==> config.mk <==
export PLATFORM = sky130hd
export DESIGN_NAME = mips_multicycle_control
export DESIGN_NICKNAME = d
export VERILOG_FILES = /design/src/rtl/mips_multicycle_control_pkg.sv /design/src/rtl/mips_multicycle_control_alu_decoder.sv /design/src/rtl/mips_multicycle_control.sv
export SDC_FILE = /design/constraint.sdc
export NUM_CORES = 1
export LEC_CHECK = 0
export ABC_AREA = 1
export CELL_PAD_IN_SITES_DETAIL_PLACEMENT = 1
export CELL_PAD_IN_SITES_GLOBAL_PLACEMENT = 2
export CORE_MARGIN = 1
export CORE_UTILIZATION = 17
export DETAILED_ROUTE_END_ITERATION = 8
export PLACE_DENSITY = 0.87
export SLEW_MARGIN = 20
export SYNTH_ARGS = -nofsm -noshare
export SYNTH_HDL_FRONTEND = slang
export SYNTH_SLANG_ARGS = --single-unit
==> constraint.sdc <==
create_clock -name clk -period 3.02 [get_ports clk]
set_input_delay 0.453 -clock clk [delete_from_list [all_inputs] [get_ports clk]]
set_output_delay 0.453 -clock clk [all_outputs]
set_load 0.03 [all_outputs]
==> src/rtl/mips_multicycle_control_pkg.sv <==
// Shared definitions for the multicycle MIPS control unit: opcode and funct
// constants, FSM state encodings, ALU control codes and mux select codes.
package mips_multicycle_control_pkg;

    typedef enum logic [3:0] {
        S_FETCH   = 4'd0,
        S_DECODE  = 4'd1,
        S_MEMADR  = 4'd2,
        S_MEMRD   = 4'd3,
        S_MEMWB   = 4'd4,
        S_MEMWR   = 4'd5,
        S_EXECUTE = 4'd6,
        S_ALUWB   = 4'd7,
        S_BRANCH  = 4'd8,
        S_ADDIEX  = 4'd9,
        S_ADDIWB  = 4'd10,
        S_JUMP    = 4'd11
    } state_t;

    localparam logic [5:0] OP_RTYPE = 6'h00;
    localparam logic [5:0] OP_J     = 6'h02;
    localparam logic [5:0] OP_BEQ   = 6'h04;
    localparam logic [5:0] OP_BNE   = 6'h05;
    localparam logic [5:0] OP_ADDI  = 6'h08;
    localparam logic [5:0] OP_LW    = 6'h23;
    localparam logic [5:0] OP_SW    = 6'h2B;

    localparam logic [5:0] FN_ADD = 6'h20;
    localparam logic [5:0] FN_SUB = 6'h22;
    localparam logic [5:0] FN_AND = 6'h24;
    localparam logic [5:0] FN_OR  = 6'h25;
    localparam logic [5:0] FN_SLT = 6'h2A;

    localparam logic [2:0] ALU_AND = 3'b000;
    localparam logic [2:0] ALU_OR  = 3'b001;
    localparam logic [2:0] ALU_ADD = 3'b010;
    localparam logic [2:0] ALU_SUB = 3'b110;
    localparam logic [2:0] ALU_SLT = 3'b111;

    // ALUOp: how the ALU decoder chooses the operation
    localparam logic [1:0] ALUOP_ADD   = 2'b00;
    localparam logic [1:0] ALUOP_SUB   = 2'b01;
    localparam logic [1:0] ALUOP_FUNCT = 2'b10;

    localparam logic [1:0] SRCB_RD2     = 2'b00;
    localparam logic [1:0] SRCB_FOUR    = 2'b01;
    localparam logic [1:0] SRCB_IMM     = 2'b10;
    localparam logic [1:0] SRCB_IMM_SH2 = 2'b11;

    localparam logic [1:0] PCSRC_ALURES = 2'b00;
    localparam logic [1:0] PCSRC_ALUOUT = 2'b01;
    localparam logic [1:0] PCSRC_JUMP   = 2'b10;

endpackage

==> src/rtl/mips_multicycle_control_alu_decoder.sv <==
// Combinational ALU decoder: ALUOp plus the R-type funct field select the
// ALUControl code. Unknown funct values fall back to ADD.
module mips_alu_decoder
    import mips_multicycle_control_pkg::*;
(
    input  logic [1:0] aluop,
    input  logic [5:0] funct,
    output logic [2:0] alucontrol
);

    // ALU operation select: fixed ADD/SUB or funct-driven for R-type
    always_comb begin
        alucontrol = ALU_ADD;
        case (aluop)
            ALUOP_ADD: alucontrol = ALU_ADD;
            ALUOP_SUB: alucontrol = ALU_SUB;
            ALUOP_FUNCT: begin
                case (funct)
                    FN_ADD:  alucontrol = ALU_ADD;
                    FN_SUB:  alucontrol = ALU_SUB;
                    FN_AND:  alucontrol = ALU_AND;
                    FN_OR:   alucontrol = ALU_OR;
                    FN_SLT:  alucontrol = ALU_SLT;
                    default: alucontrol = ALU_ADD;
                endcase
            end
            default: alucontrol = ALU_ADD;
        endcase
    end

endmodule

==> src/rtl/mips_multicycle_control.sv <==
// Moore FSM control unit for the multicycle MIPS datapath.
// Optional feature macro: MIPS_CTRL_BNE_EN adds bne (opcode 05h) through the
// BRANCH state with an inverted taken condition; without it 05h is illegal.
module mips_multicycle_control
    import mips_multicycle_control_pkg::*;
#(
    parameter int STATE_W = 4
) (
    input  logic               clk,
    input  logic               reset,
    input  logic [5:0]         Opcode,
    input  logic [5:0]         Funct,
    input  logic               Zero,
    output logic               IorD,
    output logic               MemWrite,
    output logic               IRWrite,
    output logic               RegDst,
    output logic               MemtoReg,
    output logic               RegWrite,
    output logic               ALUSrcA,
    output logic [1:0]         ALUSrcB,
    output logic [2:0]         ALUControl,
    output logic [1:0]         PCSrc,
    output logic               PCEn,
    output logic               Branch,
    output logic               IllegalOp,
    output logic [STATE_W-1:0] State
);

    state_t     state;
    state_t     state_next;
    logic [1:0] aluop;
    logic [2:0] alu_ctl;
    logic       pcwrite;
    logic       taken;
    logic       op_legal;

    mips_alu_decoder u_alu_decoder (
        .aluop      (aluop),
        .funct      (Funct),
        .alucontrol (alu_ctl)
    );

`ifdef MIPS_CTRL_BNE_EN
    logic is_bne;

    // Remember in DECODE whether the branch is bne so BRANCH needs no opcode
    always_ff @(posedge clk) begin
        if (reset)
            is_bne <= 1'b0;
        else if (state == S_DECODE)
            is_bne <= (Opcode == OP_BNE);
    end

    assign taken = is_bne ? ~Zero : Zero;
`else
    assign taken = Zero;
`endif

    // Opcodes the DECODE state knows how to dispatch
    always_comb begin
        case (Opcode)
            OP_LW, OP_SW, OP_RTYPE, OP_BEQ, OP_ADDI, OP_J: op_legal = 1'b1;
`ifdef MIPS_CTRL_BNE_EN
            OP_BNE:  op_legal = 1'b1;
`endif
            default: op_legal = 1'b0;
        endcase
    end

    // State register
    always_ff @(posedge clk) begin
        if (reset)
            state <= S_FETCH;
        else
            state <= state_next;
    end

    // Next-state logic
    always_comb begin
        state_next = S_FETCH;
        case (state)
            S_FETCH:  state_next = S_DECODE;
            S_DECODE: begin
                case (Opcode)
                    OP_LW, OP_SW: state_next = S_MEMADR;
                    OP_RTYPE:     state_next = S_EXECUTE;
                    OP_BEQ:       state_next = S_BRANCH;
                    OP_ADDI:      state_next = S_ADDIEX;
                    OP_J:         state_next = S_JUMP;
`ifdef MIPS_CTRL_BNE_EN
                    OP_BNE:       state_next = S_BRANCH;
`endif
                    default:      state_next = S_FETCH;
                endcase
            end
            S_MEMADR:  state_next = (Opcode == OP_SW) ? S_MEMWR : S_MEMRD;
            S_MEMRD:   state_next = S_MEMWB;
            S_EXECUTE: state_next = S_ALUWB;
            S_ADDIEX:  state_next = S_ADDIWB;
            default:   state_next = S_FETCH;
        endcase
    end

    // Moore output decode; everything is held at zero while reset is high
    always_comb begin
        IorD      = 1'b0;
        MemWrite  = 1'b0;
        IRWrite   = 1'b0;
        RegDst    = 1'b0;
        MemtoReg  = 1'b0;
        RegWrite  = 1'b0;
        ALUSrcA   = 1'b0;
        ALUSrcB   = SRCB_RD2;
        aluop     = ALUOP_ADD;
        PCSrc     = PCSRC_ALURES;
        pcwrite   = 1'b0;
        Branch    = 1'b0;
        IllegalOp = 1'b0;
        case (state)
            S_FETCH: begin
                ALUSrcB = SRCB_FOUR;
                IRWrite = 1'b1;
                pcwrite = 1'b1;
            end
            S_DECODE: begin
                ALUSrcB   = SRCB_IMM_SH2;
                IllegalOp = ~op_legal;
            end
            S_MEMADR, S_ADDIEX: begin
                ALUSrcA = 1'b1;
                ALUSrcB = SRCB_IMM;
            end
            S_MEMRD: IorD = 1'b1;
            S_MEMWR: begin
                IorD     = 1'b1;
                MemWrite = 1'b1;
            end
            S_MEMWB: begin
                MemtoReg = 1'b1;
                RegWrite = 1'b1;
            end
            S_ALUWB: begin
                RegDst   = 1'b1;
                RegWrite = 1'b1;
            end
            S_ADDIWB: RegWrite = 1'b1;
            S_EXECUTE: begin
                ALUSrcA = 1'b1;
                aluop   = ALUOP_FUNCT;
            end
            S_BRANCH: begin
                ALUSrcA = 1'b1;
                aluop   = ALUOP_SUB;
                PCSrc   = PCSRC_ALUOUT;
                Branch  = 1'b1;
            end
            S_JUMP: begin
                PCSrc   = PCSRC_JUMP;
                pcwrite = 1'b1;
            end
            default: ;
        endcase

        ALUControl = alu_ctl;
        PCEn       = pcwrite | (Branch & taken);

        if (reset) begin
            IorD       = 1'b0;
            MemWrite   = 1'b0;
            IRWrite    = 1'b0;
            RegDst     = 1'b0;
            MemtoReg   = 1'b0;
            RegWrite   = 1'b0;
            ALUSrcA    = 1'b0;
            ALUSrcB    = 2'b00;
            ALUControl = 3'b000;
            PCSrc      = 2'b00;
            PCEn       = 1'b0;
            Branch     = 1'b0;
            IllegalOp  = 1'b0;
        end
    end

    assign State = STATE_W'(state);

endmodule
* After elaboration in Yosys (flattened, before gate mapping)
Cells that the tools add are included.
** Operators by class
- Equality and inequality tests :: 22
- Muxes and demuxes :: 32
- Bitwise gates (word level) :: 3
- Reduce and logical (&&, ||, !) cells :: 9
** Operators with widths (count)
- $eq 6x6->1 const B :: 6
- $pmux 4 s6 :: 1
- $mux 1 :: 21
- $pmux 4 s5 :: 1
- $eq 4x3->1 const B :: 4
- $eq 4x4->1 const B :: 4
- $pmux 3 s4 :: 1
- $eq 4x2->1 const B :: 2
- $pmux 2 s2 :: 2
- $reduce_or 2->1 :: 4
- $eq 6x2->1 const B :: 1
- $eq 6x3->1 const B :: 1
- $eq 6x4->1 const B :: 1
- $logic_not 6->1 :: 1
- $mux 3 :: 2
- $pmux 2 s3 :: 1
- $pmux 3 s2 :: 1
- $reduce_or 6->1 :: 1
- $eq 4x1->1 const B :: 1
- $logic_not 4->1 :: 1
- $mux 2 :: 2
- $reduce_or 4->1 :: 1
- $reduce_or 3->1 :: 1
- $eq 2x1->1 const B :: 1
- 4 further kinds :: 4
** Storage, ports and cells
- Register bits :: 4
- Output and inout bits :: 21
- Word-level logic and storage cells :: 67

* Logic depth before layout (Yosys ltp)
- Depth in word-level cells :: 6
- Mapped depth :: 8
- Gate-level depth less buffers :: 8

* Modules after synthesis
From an unflattened synthesis, not the netlist that was laid out.
** Unflattened totals
- Cells, all modules :: 137
- Area total of the unflattened synthesis :: 681.9 µm²
** Modules (own cells, without submodules)
- mips_multicycle_control :: instances 1, cells each 100, area an instance 508.0 µm², sequential area each 80.1 µm²
- mips_alu_decoder :: instances 1, cells each 37, area an instance 173.9 µm², sequential area each 0.0 µm²

* Least setup slack after synthesis
Ideal clock, no wire load.
- Path type :: reg-to-output
- Start :: reg state[2] (netlist: State[2])
- End :: out ALUControl[2]
- Data arrival time :: 2.050 ns
- Required time :: 2.567 ns
- Slack :: 0.517 ns
- Cell stages (with the launch flop) :: 8
- Path buffers :: 0
- Cells stage by stage :: dfxtp_1 inv_1 nor2_2 nand2_2 ha_1 nor2_1 nand2_1 o21ai_0
** Between the ends
- Longest elaborated chain between the ends :: 5
** RTL lines
- from (decl) :: RTL line mips_multicycle_control.sv:30 : state_t state;
- from (signal assigned) :: RTL line mips_multicycle_control.sv:76 : state <= state_next;
- $eq 4x4->1 / $eq 4x3->1 (equally long branches) :: RTL line mips_multicycle_control.sv:120 : case (state)
- $pmux 2 s2 (*) :: RTL line mips_multicycle_control.sv:120
- $eq 2x2->1 / $eq 2x1->1 (equally long branches) :: RTL line mips_multicycle_control_alu_decoder.sv:14 : case (aluop)
- $pmux 3 s2 (*) :: RTL line mips_multicycle_control_alu_decoder.sv:14
- $mux 3 (*) :: RTL line mips_multicycle_control.sv:168 : if (reset) begin
- to (decl) :: RTL line mips_multicycle_control.sv:22 : output logic [2:0] ALUControl,
Every way passes the cells marked *; elsewhere a longest branch is shown, timed or not.

* Worst setup path in the final report
- Start :: reg state[1] (netlist: State[1])
- End :: out ALUControl[2]
Same word-level chain as after synthesis.

==> summary by stage <==
Run status
The run finished with clean final reports.

Floorplan
The number of top-level design ports is 36. The initial standard-cell utilization of the core is 18.1%. The die covers 3890 um^2. The height of the die is 62.4 um. The die is 62.4 um wide. The core region is 3420 um^2. Row generation in the floorplan step produced 21 rows.

STA
Setup repair after global routing left no endpoint under its margin. The hold slack is 0.605 ns. The actual slew at the worst max-slew pin is 0.320 ns. The setup clock skew after layout is 0.00154 ns. The count of endpoints failing hold in the final timing report was 0.

In this run the tightest slew margin relative to its limit is 78.6%. Of the available clock period, the critical path in the final layout requires 93.4%. The max-slew violation count is 0. Timing would allow up to 0.355 GHz. The final-report setup violation count is 0. The shortest period the worst path allows is 2.82 ns. The setup TNS is 0 ns.

Critical path
The length in cells of the worst reg-to-reg path is 7. Along the worst path, the maximum fanout reaches 8. STA puts the critical path data required time at 2.57 ns. The worst setup path is captured at a primary output.

In this run the critical register-to-register path is captured at State[2]. The signal on the critical path passes through nor2_1, inv_1, nor2_2, ha_1, nor2_1, nand2_1, o21ai_0, clkdlybuf4s50_1. The critical path launch point type is a flop.

The worst register-to-register path begins at State[0]. The critical path is of the flop to primary output type. The critical-path cell with the highest stage delay is sky130_fd_sc_hd__clkdlybuf4s50_1. The cell seen most often among critical-path stages is sky130_fd_sc_hd__nor2_1. The worst path arrival time is 2.37 ns.

The worst-case register-to-register setup slack is 1.83 ns. The peak per-stage delay on the critical path is 0.69 ns.

Cells and area
The register with the most flip-flops in the layout has 4 of them. Fill cells in the final layout number 466. The total number of nets in the final design is 175.

Cells with a size suffix above 1 make up 15.4% of the layout. The area growth from synthesis to layout is 68.9%. The area occupied by multi-input gates is 457 um^2.

The final non-filler cell area is 1050 um^2. The number of diodes is 0. The register area is 80.1 um^2.

Pwr
The clock network burns 30.1% of the power. In this run the power spent charging and discharging nets is 70.5 uW. The power per cell area is 200 nW/um^2. Power comes to 209 uW. The leakage dissipation is 0.000443 uW. Per report_power, the combinational group accounts for 42.0% of the total. The worst vdd rail ir drop is 0.0495 mV. The sequential share of power is 27.9%. Net switching is 33.7% of the power.

Internal power comes to 139 uW.

Global routing
The total overflow left after global routing is 0. The first-pass GRT wire length is 3690 um. The initial antenna violation count is 0. The number of global-route vias before repair is 891.

Entering global routing, the biggest net connects 9 pins. Across every metal layer, demand over resource in global routing totals 11.2%.

Yosys
The area fraction of the dominant cell type after synthesis is 17.6%. The number of warnings issued by yosys is 0. Sequential elements use 12.9% of the synthesized area. The number of enable-type register cells in the synthesized netlist is 0.

A synthesized cell averages 5.20 um^2. By count the netlist is led by 29 x sky130_fd_sc_hd__nor2_1, 21 x sky130_fd_sc_hd__nand2_1, 14 x sky130_fd_sc_hd__inv_1. In the post-synthesis netlist, the biggest area contributors are sky130_fd_sc_hd__nor2_1 18%, sky130_fd_sc_hd__dfxtp_1 13%, sky130_fd_sc_hd__nand2_1 13%, sky130_fd_sc_hd__nand3_1 9.7%, sky130_fd_sc_hd__inv_1 8.5%.

The share of synthesized registers carrying an async set or reset is 0%. The netlist uses 19 different library cells. The most frequently used flop master after synthesis is sky130_fd_sc_hd__dfxtp_1. The synthesized netlist occupies a cell area of 619 um^2. The synthesized netlist cell count is 119. Yosys instantiated no cell more often than sky130_fd_sc_hd__nor2_1.

The number of nets in the synthesized netlist is 136. The flip-flop and latch count after synthesis is 4. sky130_fd_sc_hd__nor2_1 takes more of the synthesized area than any other cell.

Route
The detailed router's first-iteration violation count is 27. In this run the remaining antenna-violating nets after routing total 0. The first TritonRoute pass finished after 2 iterations. The detail-routed via count per cell is 4.19. Summing over every cut layer, the via total after detailed routing is 847.

The total wire length is 2070 um. The per-cell routed wire length is 10.2 um. The final routed DRC violation total is 0.

Placed design
After detailed placement, the total cell area comes to 1020 um^2. The count of input and output buffers is 35. The half-perimeter wire length after placement is 1840 um. The congestion estimate from routability-driven global placement came to 0.797.

CTS
The number of buffers on the longest clock path is 2. TritonCTS built the clock tree. The count of hold buffers inserted by post-cts repair is 0.

Once the clock tree was built, the resizer swapped 0 gates to a different size. Clock tree synthesis found a total of 4 sinks. The clock insertion delay at the later pin of the skew report is 0.22 ns. After clock tree synthesis, the setup repair step added 0 buffers. Clock-pin slew was measured on the worst setup and hold paths at 0.04 ns.

The TritonCTS buffer count is 3. The root buffer cell chosen for the clock tree is sky130_fd_sc_hd__clkbuf_4. The number of H-tree levels is 1.

Min path
The worst hold path was traced through 2 stages. The path type of the worst min-delay path is flop to flop. The worst-case hold path end point is State[3].

The startpoint identified for the worst hold timing path is State[3].

Run
Across the run, the number of max-cap violations was 0.
## critical path, delay by kind of cell, from the launching register on
family	cells	cell delay (ns)
buffers and inverters	2	0.77
AND/OR/NAND/NOR	4	0.55
flip-flops	1	0.39
adder cells (fa/ha/maj)	1	0.28
AO/OA/AOI/OAI	1	0.15
## per-layer routing
| layer | vias up | GRT usage (%) | share of wire (%) |
|---|---|---|---|
| li1 | 448 | - | - |
| met1 | 377 | 13.2 | 44 |
| met2 | 22 | 21.2 | 51 |
| met3 | 0 | 1.84 | 4.7 |
| met4 | 0 | 1.74 | 0 |
| met5 | - | 0 | 0 |
## through the flow
| stage | std cells | worst slack, ns | util, % |
|---|---|---|---|
| 2_1_floorplan | 119 | 0.517 | - |
| 3_3_place_gp | 199 | 0.320 | 30.0 |
| 3_5_place_dp | 199 | 0.236 | 30.0 |
| 4_1_cts | 202 | 0.170 | 30.6 |
| 5_1_grt | 202 | 0.0415 | 30.6 |
| 6_report | 202 | 0.200 | 30.6 |
## placed cells by master (no fill, tap or decap), types with 2 or more instances in the layout
| master | netlist | layout |
|---|---|---|
| sky130_fd_sc_hd__clkdlybuf4s50_1 | 0 | 35 |
| sky130_fd_sc_hd__nor2_1 | 29 | 29 |
| sky130_fd_sc_hd__nand2_1 | 21 | 21 |
| sky130_fd_sc_hd__inv_1 | 14 | 14 |
| sky130_fd_sc_hd__nand3_1 | 12 | 12 |
| sky130_fd_sc_hd__nor2_2 | 8 | 8 |
| sky130_fd_sc_hd__a21oi_1 | 7 | 7 |
| sky130_fd_sc_hd__inv_2 | 5 | 5 |
| sky130_fd_sc_hd__nand2_2 | 5 | 5 |
| sky130_fd_sc_hd__dfxtp_1 | 4 | 4 |
| sky130_fd_sc_hd__nand4_1 | 3 | 3 |
| sky130_fd_sc_hd__clkbuf_4 | 0 | 3 |
| sky130_fd_sc_hd__o21ai_0 | 2 | 2 |
| sky130_fd_sc_hd__ha_1 | 2 | 2 |
## cell families after synthesis
logic type | Yosys count | share of synthesized area (%)
flip-flops | 4 | 12.9
adder cells (fa/ha/maj) | 2 | 4.04
buffers and inverters | 21 | 13.3
AO/OA/AOI/OAI | 11 | 9.50
AND/OR/NAND/NOR | 81 | 60.2
## layout make-up
class,count,area share (%)
multi-input cells,94,43.7
well taps,46,5.50
inverters,19,6.82
repair buffers,36,34.2
flip-flops and latches,4,7.66
clock buffers,3,2.15
## power groups by stage
| stage | clock network (uW) | registers [uW] | logic, uW |
|---|---|---|---|
| CTS | 65.2 | 58.5 | 89.2 |
| global route | 70.3 | 58.7 | 96.3 |
| detailed placement | 0 | 59.3 | 88.9 |
| finish | 62.9 | 58.5 | 87.9 |
| global placement | 0 | 59.0 | 87.1 |
| floorplan | 0 | 61.5 | 42.9 |
## worst max path at each step
stage | from | endpoint | slack, ns | cells after the start
after floorplan | State[2] | ALUControl[2] | 0.52 | 7
after global placement | reset | RegWrite | 0.32 | 7
after detailed placement | reset | RegWrite | 0.24 | 7
after CTS | State[1] | ALUControl[2] | 0.17 | 8
after global routing | State[1] | ALUControl[2] | 0.04 | 8
final | State[1] | ALUControl[2] | 0.20 | 8
(Power assumes the default switching activity.)
